===== src/rtl/renkon_ctrl_delay.sv =====
// Control-sideband delay line: start/valid/stop travel through a DEPTH-stage
// pipeline alongside the datapath, with frame tracking, beat counting and protocol checks.
module renkon_ctrl_delay #(
    parameter int DEPTH  = 3,
    parameter int OE_TAP = 1,
    parameter int CNT_W  = 16
) (
    input  logic             clk,
    input  logic             rst,
    input  logic             stall,
    input  logic             flush,
    input  logic             in_start,
    input  logic             in_valid,
    input  logic             in_stop,
    output logic             out_start,
    output logic             out_valid,
    output logic             out_stop,
    output logic             oe,
    output logic             busy,
    output logic [CNT_W-1:0] beat_cnt,
    output logic             proto_err
);

    if (DEPTH < 2 || DEPTH > 16) begin : g_bad_depth
        $error("renkon_ctrl_delay: DEPTH must be in 2..16");
    end
    if (OE_TAP < 0 || OE_TAP > DEPTH - 1) begin : g_bad_tap
        $error("renkon_ctrl_delay: OE_TAP must be in 0..DEPTH-1");
    end

    typedef enum logic {
        S_IDLE = 1'b0,
        S_RUN  = 1'b1
    } state_t;

    state_t           r_state;
    state_t           w_state_nxt;
    logic [DEPTH-1:0] r_start;
    logic [DEPTH-1:0] r_valid;
    logic [DEPTH-1:0] r_stop;
    logic [CNT_W-1:0] r_beat_cnt;
    logic             r_proto_err;
    logic             w_adv;
    logic             w_viol;

    // Handshake: a beat is accepted only on a cycle where adv is high; stalled
    // or flushed inputs are dropped, never queued.
    assign w_adv = !stall && !flush;

    // Illegal: start mid-frame, orphan valid/stop outside a frame, start/stop without data.
    assign w_viol = (in_start && (r_state == S_RUN))
                 || ((in_valid || in_stop) && (r_state == S_IDLE) && !in_start)
                 || ((in_start || in_stop) && !in_valid);

    always_ff @(posedge clk) begin
        if (rst) begin
            r_state <= S_IDLE;
        end else begin
            r_state <= w_state_nxt;
        end
    end

    always_comb begin
        w_state_nxt = r_state;
        if (flush) begin
            w_state_nxt = S_IDLE;
        end else if (w_adv) begin
            case (r_state)
                S_IDLE:  if (in_start && !in_stop) w_state_nxt = S_RUN;
                S_RUN:   if (in_stop) w_state_nxt = S_IDLE;
                default: w_state_nxt = S_IDLE;
            endcase
        end
    end

    always_comb begin
        busy = (r_state == S_RUN) || (|r_start) || (|r_valid) || (|r_stop);
    end

    always_ff @(posedge clk) begin
        if (rst || flush) begin
            r_start <= '0;
            r_valid <= '0;
            r_stop  <= '0;
        end else if (w_adv) begin
            r_start <= {r_start[DEPTH-2:0], in_start};
            r_valid <= {r_valid[DEPTH-2:0], in_valid};
            r_stop  <= {r_stop[DEPTH-2:0], in_stop};
        end
    end

    // Counter survives flush so software can still read the last frame length.
    always_ff @(posedge clk) begin
        if (rst) begin
            r_beat_cnt <= '0;
        end else if (w_adv) begin
            if (in_start) begin
                r_beat_cnt <= {{(CNT_W-1){1'b0}}, in_valid};
            end else if ((r_state == S_RUN) && in_valid && (r_beat_cnt != '1)) begin
                r_beat_cnt <= r_beat_cnt + {{(CNT_W-1){1'b0}}, 1'b1};
            end
        end
    end

    always_ff @(posedge clk) begin
        if (rst || flush) begin
            r_proto_err <= 1'b0;
        end else if (w_adv && w_viol) begin
            r_proto_err <= 1'b1;
        end
    end

    assign out_start = r_start[DEPTH-1];
    assign out_valid = r_valid[DEPTH-1];
    assign out_stop  = r_stop[DEPTH-1];
    assign oe        = r_valid[OE_TAP];
    assign beat_cnt  = r_beat_cnt;
    assign proto_err = r_proto_err;

endmodule


===== config.mk =====
export PLATFORM = sky130hd
export DESIGN_NAME = renkon_ctrl_delay
export DESIGN_NICKNAME = d
export VERILOG_FILES = /design/src/rtl/renkon_ctrl_delay.sv
export SDC_FILE = /design/constraint.sdc
export NUM_CORES = 1
export LEC_CHECK = 0
export ABC_AREA = 1
export ABC_CLOCK_PERIOD_IN_PS = 2500
export CAP_MARGIN = 20
export CORE_MARGIN = 5
export CORE_UTILIZATION = 50
export DETAILED_ROUTE_END_ITERATION = 8
export PLACE_DENSITY_LB_ADDON = 0.08
export SLEW_MARGIN = 30
export SYNTH_ARGS = -nofsm -noshare
export SYNTH_HDL_FRONTEND = slang
export SYNTH_SLANG_ARGS = --single-unit

===== constraint.sdc =====
create_clock -name clk -period 2.5 [get_ports clk]
set_clock_uncertainty 0.15 [all_clocks]
set_input_delay 0.25 -clock clk [delete_from_list [all_inputs] [get_ports clk]]
set_output_delay 0.25 -clock clk [all_outputs]
set_load 0.01 [all_outputs]

==> results.yml, run 1 <==
outcome:
  status: "complete, no violations"
layout:
  area_delta_synth_final_pct: 24.3
  nFillCells: 266
  stdcell_area_mm2: 0.00177
  fin_util_pct: 64.9
  drive_gt1_share_pct: 8.20
  antennaDiodeCount: 0
  fin_nets: 253
clocking:
  cts_setup_buffers: 0
  hold_buffers: 0
  tritoncts: "built"
  clkLatencyLatePin_ns: 0.33
  numClockSinks: 27
  cts_resized: 0
  cts_root_buf: "clkbuf_4"
  htree_num_levels: 1
  cts.path.max_buffers: 2
  clk_pin_slew_ns: 0.15
  cts_made_buffers: 3
routing:
  firstDrtPassIters: 4
  wl_met3_um: 216
  dr.max_layer_used: "met4"
  via_per_inst: 5.32
  vias: 1463
  routedLengthMet1_um: 1610
  met2_wirelength_um: 1470
  wl_per_cell_um: 12.2
  drc: 0
  routed_wl_um: 3340
  ant_nets: 0
  dr.first_iter.drc_count: 101
setup_path:
  max_stage_delay_ns: 0.42
  path_cells: "ha_1 -> nand2_1 -> nor2_4 -> nand2_2 -> o21ai_4 -> nand2_2 -> nor2_2 -> nand2_1 -> nand2_1"
  worst_path_most_repeated_cell: "nand2_1"
  critPathMaxFanout: 11
  cp-start-kind: "register"
  cp-end-kind: "register"
  worstPathArrival_ns: 2.33
  slowest_stage: "dfxtp_1"
  worstSetupPathType: "register to register"
  crit_required_ns: 2.63
timing:
  finalCritPeriodShare_pct: 87.6
  relSlewSlack_pct: 78.2
  period_minus_slack_ns: 2.19
  timing.fmax_mhz: 457
  drv_slew: 0
  hold_slack_ns: 0.349
  tns_ns: 0
  setup_viol: 0
  worst_pin_slew_ns: 0.327
  hold_viol_final: 0
  rsz0062_at_grt: "false"
job:
  drv_cap: 0
power:
  vdd_drop_max_uv: 425
  p_per_area_mw_per_mm2: 405
  cellLeakagePower_uw: 0.000665
hold_path:
  hp-class: "register to register"
global_routing:
  grt_overflow: 0
  grt_pass1_wl_um: 6070
  antenna_found_initial: 0
  grt_max_degree: 18
  gr-usage-all-layers_pct: 17.9
  grt_pass1_vias: 1379
synth:
  synth_seq_area_share_pct: 37.9
  syn-num-nets: 222
  syn_area_mm2: 0.00143
  yosys_warnings: 0
  ys_seq_elements: 27
  avgSynthCellArea_um2: 6.67
  yosysUniqueCellTypes: 23
  synth_cells: 214
die:
  rows: 19
  die_w_um: 63.4
  start_util_pct: 52.2
  dieArea_mm2: 0.00402
  pin_count: 29
  core_area_mm2: 0.00273
  chipHeight_um: 63.4
placed_design:
  dp_hpwl_um: 2620
  dpl-instance-area_mm2: 0.00174
  gp_congestion: 0.890
  port_buffers: 28
power breakdown:
group          internal, uW  leakage, uW  switching (uW)  total (uW)
combinational          33.0     0.000428            41.9        75.0
sequential              437     0.000218            4.54         441
clock                  65.4    0.0000183             137         203
total                   535     0.000665             184         719
final cells by class:
type	instances	area, um^2	area share, %
tap	31	38.8	2.19
clock inverter	1	8.76	0.494
multi-input combinational	165	796	44.9
sequential	27	541	30.5
inverter	17	63.8	3.60
clock buffer	3	22.5	1.27
timing repair buffer	31	303	17.1
registers in the layout, summed over array words and instances (netlist names):
register   count
r_valid        3
r_state        1
r_start        3
r_stop         3
beat_cnt      16
proto_err      1
layout by cell type, fill, tap and decap left out, drive strengths merged:
cell,instances
o21ai,5
nand4,3
xnor2,1
nor2,34
buf,3
nand2,65
inv,18
nor3,7
a221oi,1
nand3,21
a211oi,4
clkbuf,3
ha,1
xor2,2
a21oi,15
dfxtp,27
or2,3
o21bai,3
clkdlybuf4s50,28
routing by layer:
metal / vias up / global-route usage (%)
met4: 0 / 5.45
met5: - / 0
li1: 757 / -
met2: 42 / 28.9
met1: 659 / 23.8
met3: 5 / 3.91
critical path, delay by kind of cell, from the launching register on:
family                     cells  cell delay, ns
AOI/OAI and AO/OA              1            0.29
and+or+nand+nor                7            1.08
adders and majority gates      1            0.19
DFF                            1            0.42
Yosys cell counts:
cell      instances  share of area (%)
nand2_1          62                 16
nor2_1           29                7.6
dfxtp_1          27                 38
nand3_1          21                7.4
inv_1            16                4.2
a21oi_1          15                5.3
nor3_1            7                2.5
a211oi_1          4                2.1
clkbuf_1          4                1.1
o21ai_0           4                1.4
nand2_2           3                1.3
nand4_1           3                1.3
nor2_4            3                2.4
o21bai_1          3                1.6
or2_2             3                1.3
nor2_2            2               0.88
xor2_1            2                1.2
a221oi_1          1               0.61
buf_6             1               0.79
ha_1              1               0.88
inv_2             1               0.26
o21ai_4           1                1.1
xnor2_1           1               0.61
logic make-up after synthesis:
family	share of synthesized area [%]
flip-flops	37.9
AND/OR/NAND/NOR	41.0
adder cells (fa/ha/maj)	0.877
XOR/XNOR	1.84
buffers and inverters	6.32
AO/OA/AOI/OAI	12.1
path summary, 6_finish.rpt:
check / endpoint / startpoint / slack [ns] / cells after the start
min: r_stop[1]$_SDFFE_PP0P_ / r_stop[1]$_SDFFE_PP0P_ / 0.35 / 2
min reg2reg: r_stop[1]$_SDFFE_PP0P_ / r_stop[1]$_SDFFE_PP0P_ / 0.35 / 2
max reg2reg: beat_cnt[11]$_SDFFE_PP0P_ / beat_cnt[0]$_SDFFE_PP0P_ / 0.31 / 9
max: beat_cnt[11]$_SDFFE_PP0P_ / beat_cnt[0]$_SDFFE_PP0P_ / 0.31 / 9
metrics by stage:
step | power, uW | worst slack (ns) | cells
2_1_floorplan | 489 | 0.685 | 214
3_3_place_gp | 523 | 0.326 | 271
3_5_place_dp | 524 | 0.239 | 271
4_1_cts | 725 | 0.328 | 275
5_1_grt | 757 | 0.0753 | 275
6_report | 719 | 0.310 | 275
No activity file was read; power rests on OpenSTA's default activity.
==> run 2: changes to the inputs <==
Settings changed: GPL_TIMING_DRIVEN set to 1, SLEW_MARGIN 30 to unset.
==> results of run 2 <==
The final DEF is identical to that of run 1; final timing and power are the same.
==> edit 1 (config.mk and constraints of run 2) <==
Put one more register stage on the output `beat_cnt`. The value now appears one clock later. The other outputs are not delayed to match.
--- a/src/rtl/renkon_ctrl_delay.sv
+++ b/src/rtl/renkon_ctrl_delay.sv
@@ -116,3 +116,5 @@
     assign oe        = r_valid[OE_TAP];
-    assign beat_cnt  = r_beat_cnt;
+    always_ff @(posedge clk) begin
+        beat_cnt <= r_beat_cnt;
+    end
     assign proto_err = r_proto_err;
Check against the original RTL: not equivalent (Yosys sat finds a counterexample within 4 cycles, from zero or initial values and one cycle with rst high).
==> edit 1 against run 2 <==
- total power grew 58%
- synthesized area grew 22%
- sequential cell count grew 16
- non-clock buffer count grew 2
- sequential power grew 57%
- final area grew 21%
- critical path type unchanged
- routed wire length grew 6.7%
- hold slack lost 0.11 ns
- setup slack gained 0.20 ns
- fmax grew 10%
- largest cell class is now flip-flops and latches
==> edit 1: results (changes against run 2) <==
{| class="wikitable"
! Metric !! Value
|-
| Insertion delay to the later sink of the worst-skew pair || 0.35 ns (+0.02 ns)
|-
| Metal1 wirelength || 1.65 mm (+2.4%)
|-
| Deepest level of the CTS H-tree || 2 (+1)
|-
| Post-cts sizing count || 0 (unchanged)
|-
| Fraction of layout instances using a drive strength above 1 || 9.16% (+0.96 points)
|-
| Cell types with the largest area share after synthesis || dfxtp_1, nand2_1, nor2_1, a21oi_1, nand3_1
|-
| Maximum number of pins on one net before global-route repair || 14 (-4)
|-
| Leakage power || 0.818 nW (+23%)
|-
| Instance count after placement with tap cells included || 300 (+11%)
|-
| Post-Synthesis Net Count || 236 (+6.3%)
|-
| Post-Syn Instances || 228 (+6.5%)
|-
| Maximum resistive drop on vdd || 0.000389 V (-8.3%)
|-
| Cell types with the highest counts after synthesis || nand2_1, dfxtp_1, nor2_1, a21oi_1, nand3_1
|-
| Fin crit share || 79.5% (-8.1 points)
|-
| Global-route wire length before repair || 6.29 mm (+3.5%)
|-
| Met3 WL || 225 microns (+4.2%)
|-
| GRT Total Usage || 16.0% (-1.9 points)
|-
| Count of synthesis-stage warnings from yosys || 0 (unchanged)
|-
| Worst-path fanout max || 11 (unchanged)
|-
| Wire length on met2 || 1.64 mm (+12%)
|-
| Sequential-to-total area share from yosys stat || 49.4% (+11 points)
|-
| Vias in the first global route || 1382 (+0.22%)
|-
| Fraction of synthesized cell area in xor and xnor cells || 2.51% (+0.67 points)
|-
| Number of buffers on the longest clock path || 2 (unchanged)
|-
| Multiplexer fraction of the synthesized cell area || 0% (unchanged)
|-
| Share of flip-flops with an asynchronous set or reset || 0% (unchanged)
|-
| Count of input and output buffers || 28 (unchanged)
|-
| Hold Path Class || reg -> reg
|-
| Final #Nets || 269 (+6.3%)
|-
| Antenna violations before repair || 0 (unchanged)
|-
| Routed wire per std cell || 11.6 microns (-4.8%)
|-
| Reg2Reg Setup Slack || 0.51 ns (+0.20 ns)
|-
| Data arrival time of the critical path || 2.14 ns (-0.19 ns)
|-
| Non-filler instance count after layout || 308 (+12%)
|-
| Buffers inserted during post-CTS setup optimization || 0 (unchanged)
|-
| 1st-pass router iterations || 4 (unchanged)
|-
| Routability-driven placement congestion ratio || 0.801 (-10%)
|-
| Complex-gate fraction of the synthesized area || 8.61% (-3.5 points)
|-
| Actual transition at the worst max-transition pin || 0.292 ns (-0.0344 ns)
|-
| Detailed Place HPWL || 2.64 mm (+0.81%)
|-
| Count of filler cells inserted in the layout || 314 (+18%)
|-
| Largest registers || beat_cnt: 16 flops, r_beat_cnt: 16 flops
|-
| Post-DR vias/cell || 4.85 (-8.8%)
|-
| TritonCTS buffer count || 5 (+2)
|-
| Violation count after the first detailed-routing iteration || 90 (-11%)
|-
| Area share of fa/ha/maj cells after synthesis || 0.717% (-0.16 points)
|-
| Outcome || completed
|-
| Final worst hold slack || 0.243 ns (-0.106 ns)
|-
| Number of unique standard cell types used by synthesis || 26 (+13%)
|-
| Post-place instance area || 2080 sq um (+19%)
|-
| Clock transition at the registers of the reported paths || 0.12 ns (-0.03 ns)
|-
| Buffer type at the clock tree root || clkbuf_4
|}
-- edit 1: cell types whose count changed in the layout (fill, tap and decap cells not counted), sizes merged, moves of 2 or more --
cell / run 2 / this run
nand2: 65 / 74
clkbuf: 3 / 8
dfxtp: 27 / 43
inv: 18 / 15
nor2: 34 / 28
nand3: 21 / 15
buf: 3 / 5
-- edit 1: final timing paths --
check / startpoint / to / cells past startpoint
setup / recovery: r_beat_cnt[0]$_SDFFE_PP0P_ / r_beat_cnt[14]$_SDFFE_PP0P_ / 9
hold / removal: r_beat_cnt[9]$_SDFFE_PP0P_ / beat_cnt[9]$_DFF_P_ / 0
setup reg to reg: r_beat_cnt[0]$_SDFFE_PP0P_ / r_beat_cnt[14]$_SDFFE_PP0P_ / 9
hold reg to reg: r_beat_cnt[9]$_SDFFE_PP0P_ / beat_cnt[9]$_DFF_P_ / 0
-- edit 1: per-layer routing --
layer,GRT usage [%],vias up
met4,6.51,0
met3,5.67,5
met2,24.5,34
met1,20.5,654
met5,0,-
li1,-,801
-- edit 1: final cells by class --
type                       count  area [sq um]  area share, %
sequential                    43           861           40.0
multi-input combinational    163           788           36.7
timing repair buffer          33           318           14.8
clock buffer                   8          68.8           3.20
tap                           46          57.6           2.68
inverter                      15          56.3           2.62
-- edit 1: critical path: stages, from the launching register on --
cell     delay [ns]
dfxtp_1        0.41
ha_1           0.19
nand2_1        0.12
nor2_4         0.14
nand2_2        0.10
o21ai_2        0.24
nand2_2        0.22
nor2_4         0.22
nand2_1        0.08
nand2_1        0.07
-- edit 1: power breakdown --
| group | switching (mW) | total (mW) | internal (mW) |
|---|---|---|---|
| clock network | 0.209 | 0.374 | 0.166 |
| registers | 0.00376 | 0.694 | 0.690 |
| logic | 0.0393 | 0.0703 | 0.0310 |
| total | 0.252 | 1.14 | 0.887 |
==> edit 2 (config.mk and constraints of run 2) <==
Made on the original files. Set the parameter `CNT_W` to 14 (it was 16).
--- a/src/rtl/renkon_ctrl_delay.sv
+++ b/src/rtl/renkon_ctrl_delay.sv
@@ -5,3 +5,3 @@
     parameter int OE_TAP = 1,
-    parameter int CNT_W  = 16
+    parameter int CNT_W  = 14
 ) (
Ports: changed (resized beat_cnt); port bits go from 29 to 27. No check against the original RTL was run, so the function may have changed too.
==> edit 2 against run 2 <==
- routed wire length is 3.5% lower
- largest cell class unchanged
- total power is 7.8% lower
- largest power group unchanged
- sequential cell count is 2 lower
- synthesized area is 6.8% lower
- setup slack better by 0.27 ns
- utilization is 1.1 points higher
- highest routed layer unchanged
- final area is 7.1% lower
- count of clock-buffer cells in the layout stayed put
==> edit 2: results (changes against run 2) <==
{| class="wikitable"
! Metric !! Value
|-
| Detailed Place HPWL || 2.39 mm (-8.7%)
|-
| Instance count after placement with tap cells included || 255 (-5.9%)
|-
| Total wirelength of the detailed-routed design || 3.23 mm (-3.5%)
|-
| Cell types with the largest area share after synthesis || dfxtp_1, nand2_1, nor2_1, a21oi_1, nand3_1
|-
| Count of filler cells inserted in the layout || 232 (-13%)
|-
| Startpoint of the worst hold path || r_stop[0]$_SDFFE_PP0P_
|-
| Worst-path fanout max || 3 (-8)
|-
| Final #Nets || 238 (-5.9%)
|-
| Post-Place Setup Slack || 0.484 ns (+0.245 ns)
|-
| Leakage power || 0.645 nW (-3.0%)
|-
| Outcome || completed
|-
| Violation count after the first detailed-routing iteration || 75 (-26%)
|-
| Flip-flop count of the largest register after layout || 14 (-2)
|-
| Routed wire per std cell || 12.5 microns (+2.5%)
|-
| Actual transition at the worst max-transition pin || 0.479 ns (+0.152 ns)
|-
| Global-route wire length before repair || 5.37 mm (-12%)
|-
| GRT Total Usage || 18.7% (+0.75 points)
|-
| Routability-driven placement congestion ratio || 0.872 (-2.0%)
|-
| Number of unique standard cell types used by synthesis || 24 (+4.3%)
|-
| Hold violation count in the final report || 0 (unchanged)
|-
| Post-Syn Instances || 202 (-5.6%)
|-
| Count of input and output buffers || 26 (-7.1%)
|-
| Maximum number of pins on one net before global-route repair || 16 (-2)
|-
| Internal Power || 491 uW (-8.2%)
|-
| Post-Synthesis Net Count || 210 (-5.4%)
|-
| Vias in the first global route || 1290 (-6.5%)
|-
| TritonCTS buffer count || 3 (unchanged)
|-
| Routed vias || 1362 (-6.9%)
|-
| CP startpoint || r_stop[2]$_SDFFE_PP0P_
|-
| Fraction of layout instances using a drive strength above 1 || 7.86% (-0.34 points)
|-
| Crit-path max cell delay || 0.49 ns (+0.07 ns)
|-
| Post-place instance area || 1620 sq um (-7.1%)
|-
| Cell types with the highest counts after synthesis || nand2_1, dfxtp_1, nor2_1, inv_1, a21oi_1
|-
| Maximum resistive drop on vdd || 0.000380 V (-11%)
|-
| Data arrival time of the critical path || 1.52 ns (-0.81 ns)
|-
| Cell with the largest stage delay on the worst path || clkdlybuf4s50_1
|}
==> edit 2: changes by cell type after synthesis, sizes merged <==
cell,before,now
nand4,3,2
nand3,21,16
o21ai,5,2
xor2,2,4
nand2,65,70
a211oi,4,1
inv,17,20
buf,1,4
nor2,34,28
dfxtp,27,25
clkbuf,4,1
or2,3,1
o21bai,3,2
xnor2,1,2
==> edit 2: final cells by class <==
cell class | instances | area (sq um) | area share, %
Multi-Input combinational cell | 152 | 729 | 44.3
Tap cell | 30 | 37.5 | 2.28
Inverter | 20 | 75.1 | 4.56
Sequential cell | 25 | 500 | 30.4
Timing Repair Buffer | 28 | 275 | 16.7
Clock buffer | 3 | 22.5 | 1.37
Clock inverter | 1 | 7.51 | 0.456
==> edit 2: final timing paths <==
path / slack, ns / to / cells past startpoint
hold / removal: 0.34 / r_stop[0]$_SDFFE_PP0P_ / 2
hold reg to reg: 0.34 / r_stop[0]$_SDFFE_PP0P_ / 2
setup reg to reg: 0.61 / beat_cnt[9]$_SDFFE_PP0P_ / 10
setup / recovery: 0.58 / busy / 3
==> edit 2: cells by family after synthesis <==
group	count (synthesis)	synth area share, %
AND/OR/NAND/NOR	124	41.2
buffers and inverters	25	7.44
flip-flops	25	37.7
AO/OA/AOI/OAI	21	8.76
XOR/XNOR	6	3.95
adder cells (fa/ha/maj)	1	0.941
==> edit 2: worst max-delay path: cells and delay by family, from the launching register on <==
family	cells	cell delay [ns]
DFF	1	0.35
buffers and inverters	1	0.49
and+or+nand+nor	2	0.35
==> edit 2: power groups by stage <==
| stage | Sequential, mW | Clock (mW) | Combinational (mW) |
|---|---|---|---|
| 6_report | 0.406 | 0.191 | 0.0655 |
| 5_1_grt | 0.407 | 0.221 | 0.0712 |
| 4_1_cts | 0.406 | 0.194 | 0.0655 |
| 3_5_place_dp | 0.414 | 0 | 0.0650 |
| 3_3_place_gp | 0.414 | 0 | 0.0638 |
| 2_1_floorplan | 0.415 | 0 | 0.0369 |
==> edit 2: metal layers <==
layer  vias to the layer above  global-route usage (%)  share of wire (%)  wire length (microns)
li1                        694                       -                  -                      -
met1                       622                    26.3                 48                   1560
met2                        42                    29.0                 45                   1450
met3                         4                    2.73                5.7                    184
met4                         0                    6.67                1.1                     37
met5                         -                       0                  0                      0
